===== config.mk =====
export PLATFORM = sky130hd
export DESIGN_NAME = sd_spi_card_responder
export DESIGN_NICKNAME = d
export VERILOG_FILES = /design/src/rtl/sd_spi_pkg.sv /design/src/rtl/sd_crc7.sv /design/src/rtl/sd_spi_card_responder.sv
export SDC_FILE = /design/constraint.sdc
export NUM_CORES = 1
export LEC_CHECK = 0
export CORE_UTILIZATION = 50
export DETAILED_ROUTE_END_ITERATION = 8
export PLACE_DENSITY = 0.75
export SYNTH_ARGS = -nofsm -noshare
export SYNTH_HDL_FRONTEND = slang
export SYNTH_HIERARCHICAL = 1
export SYNTH_SLANG_ARGS = --single-unit

===== constraint.sdc =====
create_clock -name clk -period 2.35 [get_ports clk]
set_input_delay 0.3525 -clock clk [delete_from_list [all_inputs] [get_ports clk]]
set_output_delay 0.3525 -clock clk [all_outputs]
set_load 0.02 [all_outputs]

===== src/rtl/sd_spi_pkg.sv =====
// Shared types and constants for the SD-card SPI-mode responder.
package sd_spi_pkg;

  typedef enum logic [2:0] {
    HUNT,
    SHIFT,
    DECODE,
    DELAY,
    RESPOND
  } link_state_t;

  typedef enum logic [1:0] {
    PWRUP,
    IDLE,
    READY
  } card_state_t;

  localparam logic [5:0] CMD_GO_IDLE     = 6'd0;
  localparam logic [5:0] CMD_APP         = 6'd55;
  localparam logic [5:0] ACMD_SD_OP_COND = 6'd41;

  localparam int R1_IDLE    = 0;
  localparam int R1_ILLEGAL = 2;
  localparam int R1_CRC_ERR = 3;

endpackage


===== src/rtl/sd_crc7.sv =====
// Serial CRC7 (x^7 + x^3 + 1), one bit per enabled clk, MSB-first data.
// clear together with en restarts the CRC from zero with din as first bit.
module sd_crc7 (
  input  logic       clk,
  input  logic       n_rst,
  input  logic       clear,
  input  logic       en,
  input  logic       din,
  output logic [6:0] crc
);

  function automatic logic [6:0] crc7_step(input logic [6:0] c, input logic b);
    logic fb;
    fb = c[6] ^ b;
    return {c[5:0], 1'b0} ^ (fb ? 7'h09 : 7'h00);
  endfunction

  // CRC shift register, advanced once per sampled command bit
  always_ff @(posedge clk or negedge n_rst) begin
    if (!n_rst)
      crc <= '0;
    else if (en)
      crc <= crc7_step(clear ? 7'd0 : crc, din);
    else if (clear)
      crc <= '0;
  end

endmodule


===== src/rtl/sd_spi_card_responder.sv =====
// SD-card SPI-mode responder: receives 48-bit command frames on MOSI,
// decodes CMD0 / CMD55 / ACMD41, tracks the card power-up state and answers
// with an R1 byte on MISO. Define SD_RSP_CRC7_CHECK_EN to verify the CRC7
// field of each frame; by default the CRC field is ignored.
module sd_spi_card_responder
  import sd_spi_pkg::*;
#(
  parameter int INIT_RETRIES = 2,
  parameter int NCR_BITS     = 0
) (
  input  logic        clk,
  input  logic        n_rst,
  input  logic        rising_edge_sclk,
  input  logic        falling_edge_sclk,
  input  logic        spi_cs,
  input  logic        mosi,
  output logic        miso,
  output logic        card_ready,
  output logic        cmd_strobe,
  output logic [5:0]  cmd_index,
  output logic [31:0] cmd_arg
);

  localparam int CNT_W = $clog2(INIT_RETRIES + 1);
  localparam logic [CNT_W-1:0] LAST_RETRY = CNT_W'(INIT_RETRIES - 1);
  localparam logic [3:0] NCR_LAST = 4'(NCR_BITS - 1);
  localparam bit HAS_NCR = (NCR_BITS > 0);

  link_state_t link_state, link_next;
  card_state_t card_state, card_next;

  logic [5:0]       bit_cnt;
  logic [45:0]      frame;
  logic [3:0]       dly_cnt;
  logic [2:0]       rsp_cnt;
  logic             rsp_done;
  logic [7:0]       r1, r1_next;
  logic             app_cmd, app_next;
  logic [CNT_W-1:0] acmd41_cnt, cnt_next;
  logic             ready_next;
  logic             idle_bit;

  logic       rise, fall;
  logic       start_bit, shift_bit, decode_en, pwrup_drop, crc_ok;
  logic [5:0] frame_idx;

  function automatic logic [CNT_W-1:0] sat_inc(input logic [CNT_W-1:0] v);
    return (v == {CNT_W{1'b1}}) ? v : v + CNT_W'(1);
  endfunction

  // A rising strobe wins over a coincident falling strobe
  assign rise = rising_edge_sclk;
  assign fall = falling_edge_sclk & ~rising_edge_sclk;

  assign frame_idx  = frame[45:40];
  assign start_bit  = ~spi_cs & (link_state == HUNT) & rise & ~mosi;
  assign shift_bit  = ~spi_cs & (link_state == SHIFT) & rise;
  assign decode_en  = ~spi_cs & (link_state == DECODE) & frame[0];
  assign pwrup_drop = (card_state == PWRUP) && (frame_idx != CMD_GO_IDLE);

`ifdef SD_RSP_CRC7_CHECK_EN
  logic [6:0] crc_calc;
  logic       crc_en;

  // CRC covers the start bit plus the next 39 bits (frame bits 47..8)
  assign crc_en = start_bit | (shift_bit & (bit_cnt < 6'd40));

  sd_crc7 u_crc7 (
    .clk   (clk),
    .n_rst (n_rst),
    .clear (start_bit),
    .en    (crc_en),
    .din   (mosi),
    .crc   (crc_calc)
  );

  assign crc_ok = (crc_calc == frame[7:1]);
`else
  logic unused_crc_bits;
  assign unused_crc_bits = ^frame[7:1];
  assign crc_ok = 1'b1;
`endif

  // Link FSM state register
  always_ff @(posedge clk or negedge n_rst) begin
    if (!n_rst)
      link_state <= HUNT;
    else
      link_state <= link_next;
  end

  // Link FSM next-state logic; chip-select release always forces HUNT
  always_comb begin
    link_next = link_state;
    if (spi_cs) begin
      link_next = HUNT;
    end else begin
      unique case (link_state)
        HUNT:    if (rise && !mosi) link_next = SHIFT;
        SHIFT: begin
          if (rise) begin
            if (bit_cnt == 6'd1 && !mosi) link_next = HUNT;
            else if (bit_cnt == 6'd47)    link_next = DECODE;
          end
        end
        DECODE: begin
          if (!frame[0] || pwrup_drop) link_next = HUNT;
          else if (HAS_NCR)            link_next = DELAY;
          else                         link_next = RESPOND;
        end
        DELAY:   if (fall && dly_cnt == NCR_LAST) link_next = RESPOND;
        RESPOND: if (fall && rsp_done)            link_next = HUNT;
        default: link_next = HUNT;
      endcase
    end
  end

  // Command bit counter
  always_ff @(posedge clk or negedge n_rst) begin
    if (!n_rst)
      bit_cnt <= '0;
    else if (start_bit)
      bit_cnt <= 6'd1;
    else if (shift_bit)
      bit_cnt <= bit_cnt + 6'd1;
  end

  // Frame shift register; start and transmission bits fall off the top
  always_ff @(posedge clk) begin
    if (start_bit || shift_bit)
      frame <= {frame[44:0], mosi};
  end

  // Card-state update computed from the captured frame
  always_comb begin
    idle_bit   = (card_state == IDLE);
    r1_next    = 8'h00;
    card_next  = card_state;
    app_next   = 1'b0;
    cnt_next   = acmd41_cnt;
    ready_next = card_ready;
    r1_next[R1_IDLE] = idle_bit;
    if (!crc_ok) begin
      r1_next[R1_CRC_ERR] = 1'b1;
      app_next = app_cmd;
    end else if (frame_idx == CMD_GO_IDLE) begin
      card_next  = IDLE;
      cnt_next   = '0;
      ready_next = 1'b0;
      r1_next    = 8'h01;
    end else if (frame_idx == CMD_APP) begin
      app_next = 1'b1;
    end else if (frame_idx == ACMD_SD_OP_COND && app_cmd) begin
      if (card_state == IDLE) begin
        if (acmd41_cnt < LAST_RETRY) begin
          cnt_next = sat_inc(acmd41_cnt);
        end else begin
          card_next  = READY;
          ready_next = 1'b1;
          r1_next    = 8'h00;
        end
      end
    end else begin
      r1_next[R1_ILLEGAL] = 1'b1;
    end
  end

  // Command outputs and card-state registers, loaded in the DECODE clk
  always_ff @(posedge clk or negedge n_rst) begin
    if (!n_rst) begin
      card_state <= PWRUP;
      app_cmd    <= 1'b0;
      acmd41_cnt <= '0;
      card_ready <= 1'b0;
      cmd_strobe <= 1'b0;
      cmd_index  <= '0;
      cmd_arg    <= '0;
    end else begin
      cmd_strobe <= 1'b0;
      if (decode_en) begin
        cmd_strobe <= 1'b1;
        cmd_index  <= frame_idx;
        cmd_arg    <= frame[39:8];
        if (!pwrup_drop) begin
          card_state <= card_next;
          app_cmd    <= app_next;
          acmd41_cnt <= cnt_next;
          card_ready <= ready_next;
        end
      end
    end
  end

  // Latched response byte
  always_ff @(posedge clk) begin
    if (decode_en)
      r1 <= r1_next;
  end

  // MISO driver: NCR filler, then R1 MSB first, then back to idle-high
  always_ff @(posedge clk or negedge n_rst) begin
    if (!n_rst) begin
      miso     <= 1'b1;
      dly_cnt  <= '0;
      rsp_cnt  <= '0;
      rsp_done <= 1'b0;
    end else if (spi_cs) begin
      miso <= 1'b1;
    end else begin
      unique case (link_state)
        DECODE: begin
          miso     <= 1'b1;
          dly_cnt  <= '0;
          rsp_cnt  <= '0;
          rsp_done <= 1'b0;
        end
        DELAY: if (fall) dly_cnt <= dly_cnt + 4'd1;
        RESPOND: begin
          if (fall) begin
            if (rsp_done) begin
              miso <= 1'b1;
            end else begin
              miso    <= r1[3'd7 - rsp_cnt];
              rsp_cnt <= rsp_cnt + 3'd1;
              if (rsp_cnt == 3'd7) rsp_done <= 1'b1;
            end
          end
        end
        default: miso <= 1'b1;
      endcase
    end
  end

endmodule


==> results.md, run 1 <==
* Die Height at 94.38 µm
* Pint at 3146 µW
* Detailed Place HPWL at 5182 µm
* RSZ-0062 raised after global routing: false
* Synth top area cells: dfrtp_1 (36%), edfxtp_1 (34%), nand2_1 (11%), ha_1 (2.1%), nor2_1 (1.1%)
* Comb power frac at 0.209
* Register area at 2994 µm²
* Net Sw Power at 1296 µW
* Layout Area Growth over Synthesis at 19.88%
* Gr usage total at 0.1876
* CTS tree: done
* Fillers at 652
* Sequential power share at 0.549
* Total vias in the final route at 2707
* Mapped Area at 4267 µm²
* NumNets Final at 424
* Max rail drop VDD at 0.3974 mV
* Pin count of the biggest net entering global routing at 34
* CTS max path bufs at 2
* Number of synthesized register bits at 110
* R2r setup slk at 380 ps
* Via density at 5.196
* Tmin final at 1970 ps
* Share of cells above drive strength 1 at 0.09375
* H-tree Lvls at 3
* P per Cell Area at 868.4 nW/µm²
* Switch share at 0.2917
* Commonest cells after routing, fill and taps aside: nand2_1 (126), dfrtp_1 (61), edfxtp_1 (48), clkdlybuf4s50_1 (45), nor2_1 (12)
* Most frequently used flop master after synthesis: dfrtp_1
* Final WL at 7473 µm
* First-pass GRT wire length at 12590 µm
* FFs w/ async S/R, synth at 0.5636
* Syn_nets at 367
* Setup Skew at 17.08 ps
* Die width at 94.38 µm
* Overflow after GRT at 0
* Sequential area share after synthesis at 0.7018
* Tot Pwr at 4442 µW
* Diodes inserted at 0
* CTS Buf Count at 9
* Number of placed I/O pins at 47
* Post-synth cell types at 48
* Max-Cap Viols at 0
* TNS Setup at 0 ps
* P_leak at 0.002204 µW
* Critical path startpoint category: register
* Root buffer cell: clkbuf_8
* Vias in the first global route at 2660
* Final period util at 0.8382
* # setup viols final at 0
* Status: finished, final reports clean
* Row Count at 33
* 1st-iter DRT viols at 116
* Synth top area share at 0.3578
* Initial core utilization at 0.5193
* Syn Inst Count at 354
* # resized after CTS at 0
* Worst EP arrival at 2230 ps
* Multi-input gate area at 1201 µm²
* Post-route cell area at 5115 µm²
* Crit path capture type: register
* Hold Path Class: input pin to async pin
* Post-CTS setup buffer count at 0
* CP Class: register to register
* Core ar. at 8217 µm²
* Initial antenna violation count at 0
* Skew-Pair Late Insertion Delay at 360 ps
* CTS Hold Bufs at 0
* IO buf count at 46
* DP Area at 4925 µm²
* Drt pass-1 iters at 4
* Crit Path Max Fanout at 5
* FMAX at 507.7 MHz
* Clock power share at 0.242
* Synth Area per Inst at 12.05 µm²
* Sinks on Clock Net at 110
* Ys Warns at 6
* CP required at 2610 ps
* GP Congestion at 0.9160
* Post-DRT Antenna Nets at 0
* Post-synth EDFFs at 48
* Max Slew Vio Count at 0
* Slew HR at 0.4849
* Clock slew seen by the registers of the worst setup and hold paths at 110 ps
* Die area at 8907 µm²
* Worst-Margin Slew at 772.6 ps
* Fin. Hold Viols at 0
* Drc violations at 0
* Area leader, netlist: dfrtp_1
* DR WL/cell at 14.34 µm
* Commonest non-fill, non-tap cell in the layout: nand2_1
## worst max-delay path: stages, from the launching register on
cell and delay (ps):
edfxtp_1 450, or3_1 480, nor3_2 280, or4b_1 480
a21o_1 190
## area by class of cell
class | instances | share of cell area
clock inverter | 6 | 0.01027
multi-input combinational | 225 | 0.2348
timing repair buffer | 55 | 0.1096
sequential | 110 | 0.5854
clock buffer | 10 | 0.02691
tap | 105 | 0.02568
inverter | 10 | 0.007339
## worst paths after layout
kind / startpoint / end / cells after the start
min in group clk: frame[1] / frame[2] / 0
hold / removal: n_rst / cmd_index[2] / 1
setup reg to reg: frame[41] / card_state[0] / 4
hold reg to reg: frame[1] / frame[2] / 0
setup / recovery: frame[41] / card_state[0] / 4
max in group asynchronous: n_rst / miso / 2
## power by group through the flow
stage	logic (µW)	registers [µW]	clock network (µW)
2_1_floorplan	261	2670	0
4_1_cts	941	2450	1100
6_report	927	2440	1070
5_1_grt	1030	2480	1180
3_5_place_dp	937	2490	0
3_3_place_gp	915	2480	0
## sequential cells by signal, summed over array words and instances (netlist names), 2 cells and up
register    flops
frame          46
cmd_arg        32
bit_cnt         6
cmd_index       6
dly_cnt         4
link_state      3
rsp_cnt         3
acmd41_cnt      2
r1              2
## kinds of logic (layout without fill, tap and decap cells)
logic type	after synthesis	in the layout	share of synthesized area
and+or+nand+nor	180	180	0.1980
DFF	110	110	0.7018
AOI/OAI and AO/OA	28	28	0.03988
buffers and inverters	19	81	0.01730
adders and majority gates	7	7	0.02053
xor gates and xnor gates	5	5	0.01026
muxes	5	5	0.01232
## layer usage
layer,GRT usage,vias up,part of all wire
met1,0.2734,1306,0.48
met2,0.2832,68,0.46
li1,-,1319,-
met4,0.07564,0,0.017
met5,0,-,0
met3,0.02979,14,0.043
## cells in the mapped netlist, types with 3 or more instances
| library cell | count |
|---|---|
| nand3_1 | 8 |
| edfxtp_1 | 48 |
| mux2i_1 | 3 |
| a21oi_1 | 8 |
| o21ai_0 | 6 |
| o21ai_1 | 5 |
| dfrtp_1 | 61 |
| nand2_1 | 127 |
| xor2_1 | 4 |
| nor2_1 | 12 |
| nand4_1 | 4 |
| nand2b_1 | 3 |
| ha_1 | 7 |
| clkbuf_1 | 7 |
| and3_1 | 3 |
| inv_1 | 9 |
## through the flow
step | setup WS, ps | std cells | hold slack [ps] | utilization
3_3_place_gp | 139.2 | 505 | 404.7 | 0.5994
5_1_grt | 249.9 | 521 | 95.80 | 0.6225
4_1_cts | 382.3 | 521 | 72.61 | 0.6225
6_report | 380.2 | 521 | 49.75 | 0.6225
3_5_place_dp | 86.05 | 505 | 405.2 | 0.5994
2_1_floorplan | 323.2 | 354 | 56.91 | -
(Power assumes the default switching activity.)
==> run 2, diff against run 1 <==
Clock period 2.35 ns to 1.7 ns, I/O delays scaled along.
==> run 2 against run 1 <==
  * The run now ends with negative setup slack left
  * Power grew 44%
  * Non-clock buffer count is 42 higher
  * Sequential power is 38% higher
  * Clock-buffer cell count is 1 higher
  * Die area unchanged
  * Utilization up 6.0 points
  * Setup slack worse by 470 ps
  * Via count rose by 8.7%
  * Critical path type unchanged
==> results.md, run 2 (synthesis gave the netlist of run 1 again) <==
* Slew HR at 0.7282
* CP required at 1960 ps
* Total vias in the final route at 2942
* FMAX at 558.0 MHz
* First-pass GRT wire length at 13540 µm
* Sinks on Clock Net at 110
* Skew-Pair Late Insertion Delay at 370 ps
* Diodes inserted at 0
* Reg-to-Reg End: link_state[0]
* Sequential power share at 0.527
* Die area at 8907 µm²
* Die Height at 94.38 µm
* Worst-Margin Slew at 407.3 ps
* Max-Cap Viols at 0
* Die width at 94.38 µm
* GRT met1 Usage at 0.2718
* NumNets Final at 466
* GRT met2 Usage at 0.3345
* Clock slew seen by the registers of the worst setup and hold paths at 100 ps
* Clock power share at 0.245
* Hold Path Class: input pin to async pin
* Crit Path Max Fanout at 3
* CP startpoint: bit_cnt[1]
* Net Sw Power at 1878 µW
* Row Count at 33
* R2R cell count at 6
* Max Slew Vio Count at 0
* Fin. Hold Viols at 0
* Initial core utilization at 0.5193
* CTS tree: done
* Detailed Place HPWL at 5532 µm
* GP Congestion at 0.8557
* Drc violations at 0
* # setup viols final at 5
* Gr busiest metal: met2
* Root buffer cell: clkbuf_8
* Final WL at 8279 µm
* Commonest cells after routing, fill and taps aside: nand2_1 (125), dfrtp_1 (61), edfxtp_1 (48), clkdlybuf4s50_1 (43), buf_4 (43)
* Critical path startpoint category: register
* Via density at 5.226
* Max rail drop VDD at 0.5613 mV
* IO buf count at 46
* H-tree Lvls at 3
* Final period util at 1.054
* Switch share at 0.2941
* Largest Register: frame
* Gr usage total at 0.2028
* TNS Setup at -204.2 ps
* Largest regs: frame x46, cmd_arg x32
* P per Cell Area at 1138 nW/µm²
* Setup WS post-layout at -92.12 ps
* CTS Buf Count at 9
* Vias in the first global route at 2851
* Share of cells above drive strength 1 at 0.2052
* Max reg flops at 46
* Critical R2R Launch: bit_cnt[1]
* GRT met3 Usage at 0.03221
* Number of placed I/O pins at 47
* Comb power frac at 0.229
* Crit path capture type: register
* Initial antenna violation count at 0
* Overflow after GRT at 0
* Post-DRT Antenna Nets at 0
* RSZ-0062 raised after global routing: true
* Tmin final at 1792 ps
* DR WL/cell at 14.71 µm
* 1st-iter DRT viols at 144
* CTS max path bufs at 2
* Commonest non-fill, non-tap cell in the layout: nand2_1
* P_leak at 0.002454 µW
* Pin count of the biggest net entering global routing at 63
* R2r setup slk at -90 ps
* Pint at 4508 µW
* Setup Skew at 11.53 ps
* Drt pass-1 iters at 6
* Worst EP arrival at 2060 ps
* Dpl ws at -380.4 ps
* CP Class: register to register
* Failing checks: negative setup slack
* Crit path to: link_state[0]
* Status: finished, violations left
* Layout Area Growth over Synthesis at 31.50%
* Core ar. at 8217 µm²
## run 2: changes by cell type in the layout (fill, tap and decap cells not counted), sizes merged
cell and change:
buf +41, clkdlybuf4s50 -2, clkinvlp -2, dlygate4sd2 +2, clkbuf +1, dlygate4sd3 +1
inv +1
## run 2: power groups by stage
stage	Combinational (µW)	Sequential [µW]	Clock [µW]
6_report	1460	3360	1560
5_1_grt	1600	3410	1700
4_1_cts	1440	3360	1580
3_5_place_dp	1410	3420	0
3_3_place_gp	1360	3400	0
2_1_floorplan	366	3690	0
## run 2: area by class of cell
| cell class | instances | area [µm²] |
|---|---|---|
| flip-flops and latches | 110 | 2994 |
| fillers | 621 | 2606 |
| multi-input cells | 225 | 1320 |
| repair buffers | 97 | 925.9 |
| clock buffers | 11 | 151.4 |
| well taps | 105 | 131.4 |
| clock inverters | 5 | 50.05 |
| inverters | 10 | 37.54 |
## run 2: timing repair
item,in CTS,in global routing
resized for setup,11,9
pin swaps,3,5
buffers inserted,3,4
hold buffers,1,0
endpoints found under the hold margin,61,0
endpoints found under the setup margin,11,62
## run 2: layer usage
metal,part of all wire,vias up
met5,0,-
met4,0.015,0
met3,0.033,12
met2,0.50,56
met1,0.45,1473
li1,-,1401
## run 2: critical path: stages (launching register included)
cell and delay (ps):
dfrtp_1 400, inv_2 70, ha_4 120, or4b_4 470
o31ai_4 270, o2111ai_2 170, a21o_1 190
## run 2: how the worst min path moves through the flow
stage                        start       endpoint  slack [ps]  depth (start not counted)
after floorplan              n_rst  acmd41_cnt[0]         -40                          0
after global placement       n_rst     cmd_arg[3]         290                          2
after detailed placement     n_rst   cmd_index[1]         300                          2
after CTS                 frame[3]       frame[4]         430                          0
after global routing      frame[3]       frame[4]         440                          0
final                        n_rst   cmd_index[1]         410                          3
## run 2: through the flow
step | instances | hold slack [ps] | instance area (µm²) | util | total power [µW]
finish | 563 | 414.4 | 5610 | 0.6828 | 6386
global route | 563 | 439.9 | 5610 | 0.6828 | 6712
CTS | 559 | 427.9 | 5534 | 0.6735 | 6388
detailed placement | 539 | 302.8 | 5258 | 0.6399 | 4832
global placement | 539 | 294.3 | 5258 | 0.6399 | 4766
floorplan | 354 | -40.59 | 4297 | - | 4054
